`src/rtl/mem_port_arbiter_if.sv`:
```
// Bundle of the icache, dcache and memory word-port signals around mem_port_arbiter.
// master = arbiter view, slave = caches/memory view.
interface mem_port_arbiter_if #(
  parameter int unsigned LINE_WORDS = 8,
  parameter int unsigned ADDR_W     = 32
);
  localparam int unsigned WIDX_W = $clog2(LINE_WORDS);

  logic              ic_req;
  logic [ADDR_W-1:0] ic_addr;
  logic              ic_gnt;
  logic [31:0]       ic_rdata;
  logic              ic_rvalid;
  logic [WIDX_W-1:0] ic_widx;
  logic              ic_done;

  logic              dc_req;
  logic              dc_we;
  logic [ADDR_W-1:0] dc_addr;
  logic [31:0]       dc_wdata;
  logic              dc_gnt;
  logic [31:0]       dc_rdata;
  logic              dc_rvalid;
  logic [WIDX_W-1:0] dc_widx;
  logic              dc_wready;
  logic              dc_done;

  logic              mem_req;
  logic              mem_we;
  logic [ADDR_W-1:0] mem_addr;
  logic [31:0]       mem_wdata;
  logic              mem_ack;
  logic [31:0]       mem_rdata;

  modport master (
    input  ic_req, ic_addr, dc_req, dc_we, dc_addr, dc_wdata, mem_ack, mem_rdata,
    output ic_gnt, ic_rdata, ic_rvalid, ic_widx, ic_done,
    output dc_gnt, dc_rdata, dc_rvalid, dc_widx, dc_wready, dc_done,
    output mem_req, mem_we, mem_addr, mem_wdata
  );

  modport slave (
    output ic_req, ic_addr, dc_req, dc_we, dc_addr, dc_wdata, mem_ack, mem_rdata,
    input  ic_gnt, ic_rdata, ic_rvalid, ic_widx, ic_done,
    input  dc_gnt, dc_rdata, dc_rvalid, dc_widx, dc_wready, dc_done,
    input  mem_req, mem_we, mem_addr, mem_wdata
  );
endinterface

```
`src/rtl/mem_port_arbiter.sv`:
```
// Icache/dcache arbiter for the single main-memory word port; runs LINE_WORDS-word bursts.
// Define ARB_ROUND_ROBIN_EN for round-robin tie-breaking (default: dcache priority).
module mem_port_arbiter #(
  parameter int unsigned LINE_WORDS = 8,
  parameter int unsigned ADDR_W     = 32
) (
  input  logic               clk,
  input  logic               rst,
  mem_port_arbiter_if.master bus
);
  localparam int unsigned WIDX_W = $clog2(LINE_WORDS);
  localparam int unsigned OFF_W  = WIDX_W + 2;
  localparam logic [WIDX_W-1:0] LAST = WIDX_W'(LINE_WORDS - 1);

  typedef enum logic [1:0] {IDLE, BUSY_I, BUSY_D, DONE} state_t;

  state_t                   state_q, state_d;
  logic [WIDX_W-1:0]        cnt_q;
  logic [ADDR_W-OFF_W-1:0]  line_q;
  logic                     we_q;
  logic                     own_dc_q;
  logic [31:0]              ic_rdata_q, dc_rdata_q;
  logic                     ic_rvalid_q, dc_rvalid_q;
  logic [WIDX_W-1:0]        ic_widx_q, dc_widx_q;
  logic                     busy, ack, start, pick_dc;
  logic                     unused_addr_bits;

  assign unused_addr_bits = ^{bus.ic_addr[OFF_W-1:0], bus.dc_addr[OFF_W-1:0]};

  assign busy  = (state_q == BUSY_I) || (state_q == BUSY_D);
  assign ack   = busy && bus.mem_ack;
  assign start = (state_q == IDLE) && (bus.ic_req || bus.dc_req);

`ifdef ARB_ROUND_ROBIN_EN
  logic last_dc_q;

  // On a tie the requester that did not own the last burst wins.
  assign pick_dc = bus.dc_req && (!bus.ic_req || !last_dc_q);

  always_ff @(posedge clk) begin
    if (rst) begin
      last_dc_q <= 1'b1;
    end else if (start) begin
      last_dc_q <= pick_dc;
    end
  end
`else
  assign pick_dc = bus.dc_req;
`endif

  always_comb begin
    state_d = state_q;
    unique case (state_q)
      IDLE:           if (bus.ic_req || bus.dc_req) state_d = pick_dc ? BUSY_D : BUSY_I;
      BUSY_I, BUSY_D: if (bus.mem_ack && cnt_q == LAST) state_d = DONE;
      DONE:           state_d = IDLE;
      default:        state_d = IDLE;
    endcase
  end

  always_ff @(posedge clk) begin
    if (rst) begin
      state_q     <= IDLE;
      cnt_q       <= '0;
      line_q      <= '0;
      we_q        <= 1'b0;
      own_dc_q    <= 1'b0;
      ic_rdata_q  <= '0;
      dc_rdata_q  <= '0;
      ic_rvalid_q <= 1'b0;
      dc_rvalid_q <= 1'b0;
      ic_widx_q   <= '0;
      dc_widx_q   <= '0;
    end else begin
      state_q     <= state_d;
      ic_rvalid_q <= 1'b0;
      dc_rvalid_q <= 1'b0;
      if (start) begin
        own_dc_q <= pick_dc;
        line_q   <= pick_dc ? bus.dc_addr[ADDR_W-1:OFF_W] : bus.ic_addr[ADDR_W-1:OFF_W];
        we_q     <= pick_dc && bus.dc_we;
        cnt_q    <= '0;
      end
      if (ack) begin
        cnt_q <= cnt_q + 1'b1;
        if (own_dc_q) begin
          dc_widx_q <= cnt_q;
          if (!we_q) begin
            dc_rdata_q  <= bus.mem_rdata;
            dc_rvalid_q <= 1'b1;
          end
        end else begin
          ic_widx_q   <= cnt_q;
          ic_rdata_q  <= bus.mem_rdata;
          ic_rvalid_q <= 1'b1;
        end
      end
    end
  end

  always_comb begin
    bus.ic_gnt    = (state_q == BUSY_I) || (state_q == DONE && !own_dc_q);
    bus.dc_gnt    = (state_q == BUSY_D) || (state_q == DONE && own_dc_q);
    bus.ic_done   = (state_q == DONE) && !own_dc_q;
    bus.dc_done   = (state_q == DONE) && own_dc_q;
    bus.ic_rdata  = ic_rdata_q;
    bus.ic_rvalid = ic_rvalid_q;
    bus.ic_widx   = ic_widx_q;
    bus.dc_rdata  = dc_rdata_q;
    bus.dc_rvalid = dc_rvalid_q;
    // Writeback selects the live word; otherwise show the tag of the last acked word.
    bus.dc_widx   = (state_q == BUSY_D && we_q) ? cnt_q : dc_widx_q;
    bus.dc_wready = bus.mem_ack && (state_q == BUSY_D) && we_q;
    bus.mem_req   = busy;
    bus.mem_we    = busy && we_q;
    bus.mem_addr  = busy ? {line_q, cnt_q, 2'b00} : '0;
    bus.mem_wdata = (busy && we_q) ? bus.dc_wdata : '0;
  end
endmodule

```
`src/flat_wrapper.sv`:
```
// flat-port wrapper written by rule: the top's interface ports become plain ports
module mem_port_arbiter_flat 
#(
  parameter int unsigned LINE_WORDS = 8,
  parameter int unsigned ADDR_W     = 32
)
  (clk, rst, bus_ic_req, bus_ic_addr, bus_dc_req, bus_dc_we, bus_dc_addr, bus_dc_wdata, bus_mem_ack, bus_mem_rdata, bus_ic_gnt, bus_ic_rdata, bus_ic_rvalid, bus_ic_widx, bus_ic_done, bus_dc_gnt, bus_dc_rdata, bus_dc_rvalid, bus_dc_widx, bus_dc_wready, bus_dc_done, bus_mem_req, bus_mem_we, bus_mem_addr, bus_mem_wdata);
  mem_port_arbiter_if #(.LINE_WORDS(LINE_WORDS), .ADDR_W(ADDR_W)) bus_i ();
  input  logic clk;
  input  logic rst;
  input wire logic [$bits(bus_i.ic_req)-1:0] bus_ic_req;
  input wire logic [$bits(bus_i.ic_addr)-1:0] bus_ic_addr;
  input wire logic [$bits(bus_i.dc_req)-1:0] bus_dc_req;
  input wire logic [$bits(bus_i.dc_we)-1:0] bus_dc_we;
  input wire logic [$bits(bus_i.dc_addr)-1:0] bus_dc_addr;
  input wire logic [$bits(bus_i.dc_wdata)-1:0] bus_dc_wdata;
  input wire logic [$bits(bus_i.mem_ack)-1:0] bus_mem_ack;
  input wire logic [$bits(bus_i.mem_rdata)-1:0] bus_mem_rdata;
  output wire logic [$bits(bus_i.ic_gnt)-1:0] bus_ic_gnt;
  output wire logic [$bits(bus_i.ic_rdata)-1:0] bus_ic_rdata;
  output wire logic [$bits(bus_i.ic_rvalid)-1:0] bus_ic_rvalid;
  output wire logic [$bits(bus_i.ic_widx)-1:0] bus_ic_widx;
  output wire logic [$bits(bus_i.ic_done)-1:0] bus_ic_done;
  output wire logic [$bits(bus_i.dc_gnt)-1:0] bus_dc_gnt;
  output wire logic [$bits(bus_i.dc_rdata)-1:0] bus_dc_rdata;
  output wire logic [$bits(bus_i.dc_rvalid)-1:0] bus_dc_rvalid;
  output wire logic [$bits(bus_i.dc_widx)-1:0] bus_dc_widx;
  output wire logic [$bits(bus_i.dc_wready)-1:0] bus_dc_wready;
  output wire logic [$bits(bus_i.dc_done)-1:0] bus_dc_done;
  output wire logic [$bits(bus_i.mem_req)-1:0] bus_mem_req;
  output wire logic [$bits(bus_i.mem_we)-1:0] bus_mem_we;
  output wire logic [$bits(bus_i.mem_addr)-1:0] bus_mem_addr;
  output wire logic [$bits(bus_i.mem_wdata)-1:0] bus_mem_wdata;
  assign bus_i.ic_req = bus_ic_req;
  assign bus_i.ic_addr = bus_ic_addr;
  assign bus_i.dc_req = bus_dc_req;
  assign bus_i.dc_we = bus_dc_we;
  assign bus_i.dc_addr = bus_dc_addr;
  assign bus_i.dc_wdata = bus_dc_wdata;
  assign bus_i.mem_ack = bus_mem_ack;
  assign bus_i.mem_rdata = bus_mem_rdata;
  assign bus_ic_gnt = bus_i.ic_gnt;
  assign bus_ic_rdata = bus_i.ic_rdata;
  assign bus_ic_rvalid = bus_i.ic_rvalid;
  assign bus_ic_widx = bus_i.ic_widx;
  assign bus_ic_done = bus_i.ic_done;
  assign bus_dc_gnt = bus_i.dc_gnt;
  assign bus_dc_rdata = bus_i.dc_rdata;
  assign bus_dc_rvalid = bus_i.dc_rvalid;
  assign bus_dc_widx = bus_i.dc_widx;
  assign bus_dc_wready = bus_i.dc_wready;
  assign bus_dc_done = bus_i.dc_done;
  assign bus_mem_req = bus_i.mem_req;
  assign bus_mem_we = bus_i.mem_we;
  assign bus_mem_addr = bus_i.mem_addr;
  assign bus_mem_wdata = bus_i.mem_wdata;
  mem_port_arbiter #(.LINE_WORDS(LINE_WORDS), .ADDR_W(ADDR_W)) u_core (.clk(clk), .rst(rst), .bus(bus_i));
endmodule
```
`config.mk`:
```
export PLATFORM = sky130hd
export DESIGN_NAME = mem_port_arbiter_flat
export DESIGN_NICKNAME = d
export VERILOG_FILES = /design/src/rtl/mem_port_arbiter_if.sv /design/src/rtl/mem_port_arbiter.sv /design/src/flat_wrapper.sv
export SDC_FILE = /design/constraint.sdc
export NUM_CORES = 1
export LEC_CHECK = 0
export CAP_MARGIN = 20
export CORE_ASPECT_RATIO = 1.1
export CORE_MARGIN = 5
export CORE_UTILIZATION = 32
export CTS_CLUSTER_DIAMETER = 30
export CTS_CLUSTER_SIZE = 25
export DETAILED_ROUTE_END_ITERATION = 7
export MAX_ROUTING_LAYER = met4
export PLACE_DENSITY = 0.78
export SLEW_MARGIN = 25
export SYNTH_ARGS = -nofsm -noshare
export SYNTH_HDL_FRONTEND = slang
export SYNTH_SLANG_ARGS = --single-unit
```
`constraint.sdc`:
```
create_clock -name clk -period 2.1 [get_ports clk]
set_input_delay 0.63 -clock clk [delete_from_list [all_inputs] [get_ports clk]]
set_output_delay 0.63 -clock clk [all_outputs]
set_load 0.05 [all_outputs]
```
==> results_dict.tcl <==
set metrics [dict create \
    clock_power_share_pct 18.1 \
    grt_pass1_wl_um 27500 \
    avgRoutedWirePerCell_um 17.5 \
    cts_sinks 106 \
    critPathLaunchType "register" \
    r2r_cells 9 \
    setup_viol 70 \
    row_count 47 \
    io-pin-count 277 \
    rr_startpoint "u_core.state_q[1]" \
    hold_path_end "u_core.bus.ic_rdata[7]" \
    utilization_pct 61.0 \
    violations "setup timing" \
    async_reset_ff_share_pct 0 \
    syn_inst 563 \
    drtIter0Drc 213 \
    p_sw_share_pct 39.5 \
    synth_edf_count 0 \
    grt_max_degree 71 \
    postSynthAreaPerCell_um2 8.56 \
    met1_usage_pct 21.3 \
    p_per_area_nw_per_um2 1110 \
    die_y_um 139 \
    num-fill-cells 1223 \
    hp-start "u_core.bus.ic_rdata[7]" \
    wl_um 18000 \
    nNetsFinal 965 \
    cp_max_fo 6 \
    synthXorXnorAreaFrac_pct 0 \
    synthSimpleGateAreaFrac_pct 24.5 \
    synth_mux_area_share_pct 6.93 \
    top_usage_layer "met2" \
    ir_drop_mv 0.513 \
    yosysSeqAreaShare_pct 44.0 \
    r2r_slack_ns 0.19 \
    dp_hpwl_um 12900 \
    vias 4905 \
    finalHoldViolations 0 \
    finalClockSkew_ns 0.0115 \
    core_area_um2 14900 \
    required_ns 1.47 \
    p_seq_share_pct 24.8 \
    grt-ovfl-total 0 \
    port_buffers 264 \
    dieArea_um2 17600 \
    drv_cap 0 \
    firstDrtPassIters 5 \
    track_usage_pct 20.2 \
    period_minus_slack_ns 2.29 \
    viasPerCell 4.78 \
    synth_compound_area_share_pct 16.0 \
    crit_arrival_ns 1.66 \
    worstSetupPathType "register to output port" \
    p_leak_nw 3.69 \
    finalCritPeriodShare_pct 109 \
    cts-root-buf "clkbuf_16" \
    cts-buffers-inserted 9 \
    p_sw_w 0.00401 \
    start_util_pct 32.3 \
    hold_depth 2 \
    place_ws_ns -0.0664 \
    gp_congestion 0.769 \
    cts.path.max_buffers 2 \
    synth_top_family_by_area "simple AND/OR/NAND/NOR gates" \
    hold_class "register to register" \
    timing.rr.end "u_core.bus.dc_rdata[16]" \
    final-max-slew-violation-count 0 \
    cts_tree "built" \
    syn_to_final_growth_pct 89.2 \
    met2_usage_pct 35.8 \
    antenna_found_initial 2 \
    ys_ff_latch 106 \
    cp-end-kind "output port" \
    p_int_w 0.00613 \
    maxSlewHeadroom_pct 66.1 \
    synth_fa_ha_area_share_pct 1.82 \
    fmax_ghz 0.437 \
    drive_gt1_share_pct 36.7 \
    worst_slew_pin_slew_ns 0.511 \
    clk_latency_ns 0.35 \
    drc_errors 0 \
    antenna_left 0 \
    rsz0062_at_grt "true" \
    synth.distinct_cells 33 \
    yosys_warnings 0 \
    setup_slack_ns -0.187 \
    path_clk_slew_ns 0.08 \
    outcome "finished, violations left" \
    grt_pass1_vias 4983 \
    htree_levels 3 \
    gr-usage-met3_pct 6.28 \
    combPwrFrac_pct 57.2 \
    synth_ff_type "dfxtp_1" \
    syn-cell-area_um2 4820 \
    die_w_um 127 \
    crit_start "u_core.state_q[1]" \
]
## metrics by stage
stage               area, µm²  hold WS (ns)  std cells  total power (W)  setup TNS (ns)
floorplan                5100         0.458        564          0.00564               0
global placement         8420         0.442        993          0.00733          -0.123
detailed placement       8420         0.448        993          0.00743          -0.123
CTS                      9050         0.458       1022           0.0101          -10.87
global route             9110         0.471       1027           0.0106          -14.10
finish                   9110         0.454       1027           0.0101          -10.02
## sequential cells by signal, indices dropped and copies added (netlist names), 2 cells and up
register,count
u_core.cnt_q,3
u_core.dc_widx_q,3
u_core.bus.ic_rdata,32
u_core.bus.ic_widx,3
u_core.bus.dc_rdata,32
u_core.state_q,2
u_core.line_q,27
## layer usage
metal | routed length [µm] | share of wire [%] | vias to the layer above
met5 | 0 | 0 | -
met4 | 356 | 2.0 | 0
met3 | 1480 | 8.2 | 20
met2 | 9420 | 52 | 178
met1 | 6750 | 37 | 2303
li1 | - | - | 2404
## layout make-up
class                      instances  area (µm²)  share of cell area (%)
antenna                            2        5.00                  0.0549
clock buffer                       9         225                    2.47
clock inverter                     7         101                    1.11
inverter                           2        10.0                   0.110
multi-input combinational        405        2680                    29.4
sequential                       106        2130                    23.3
tap                              196         245                    2.69
timing repair buffer             300        3730                    40.9
## Yosys cell counts (7+ instances only)
cell type  number  share of area, %
nand2_1       140                11
dfxtp_1       106                44
a21oi_1        69               7.2
and3_1         33               4.3
nor2_1         33               2.6
and2_1         32               4.2
mux2i_1        30               6.2
a211oi_2       27               7.0
clkbuf_1       17               1.3
buf_2          14               1.5
buf_4          11               1.7
buf_6           8               1.9
ha_1            7               1.8
nand3_1         7              0.73
## cells by family after synthesis
logic type / after synthesis
flops: 106
other cells: 1
simple gates: 256
mux: 33
compound gates: 107
buf+inv: 53
fa+ha+maj: 7
## worst max path at each step
stage	end	slack (ns)	depth (start not counted)
floorplan	bus_mem_wdata[10]	0.005	6
global placement	bus_mem_wdata[11]	-0.06	3
detailed placement	bus_mem_wdata[11]	-0.07	3
CTS	bus_mem_wdata[4]	-0.21	7
global route	bus_mem_wdata[29]	-0.25	6
finish	bus_mem_wdata[0]	-0.19	6
## cell usage in the layout (no fill, tap or decap), types with 3 or more instances in the layout
master             n
nor2_1            33
a21oi_2            4
buf_12            82
and3_4            32
mux2_4             3
buf_16             4
mux2i_1           30
a211oi_2          27
buf_4             81
clkdlybuf4s50_1  121
nand3_1            7
a21oi_1           69
nand2_1          139
dfxtp_1          103
ha_1               4
dlygate4sd2_1      5
dfxtp_2            3
and2_4            32
clkbuf_16         11
buf_8              3
## repair_timing
action | 4_1_cts | 5_1_grt
hold buffers | 0 | 0
setup endpoints to repair | 74 | 71
endpoints found under the hold margin | 0 | 0
setup buffers | 9 | 1
resized for setup | 36 | 3
gates cloned | 4 | 3
pin swaps | 12 | 15
## worst max-delay path, cell delays in order, from the launching register on
cell and delay (ns):
dfxtp_2 0.36, inv_4 0.05, ha_4 0.29, buf_12 0.14, clkbuf_16 0.15, and3_4 0.19
buf_12 0.13
## power groups by stage
stage          combinational (W)  clock, W  sequential [W]
4_1_cts                  0.00566   0.00189         0.00250
6_report                 0.00579   0.00183         0.00251
2_1_floorplan            0.00268         0         0.00296
3_5_place_dp             0.00488         0         0.00254
3_3_place_gp             0.00481         0         0.00252
5_1_grt                  0.00610   0.00198         0.00255
No activity file was read; power rests on OpenSTA's default activity.
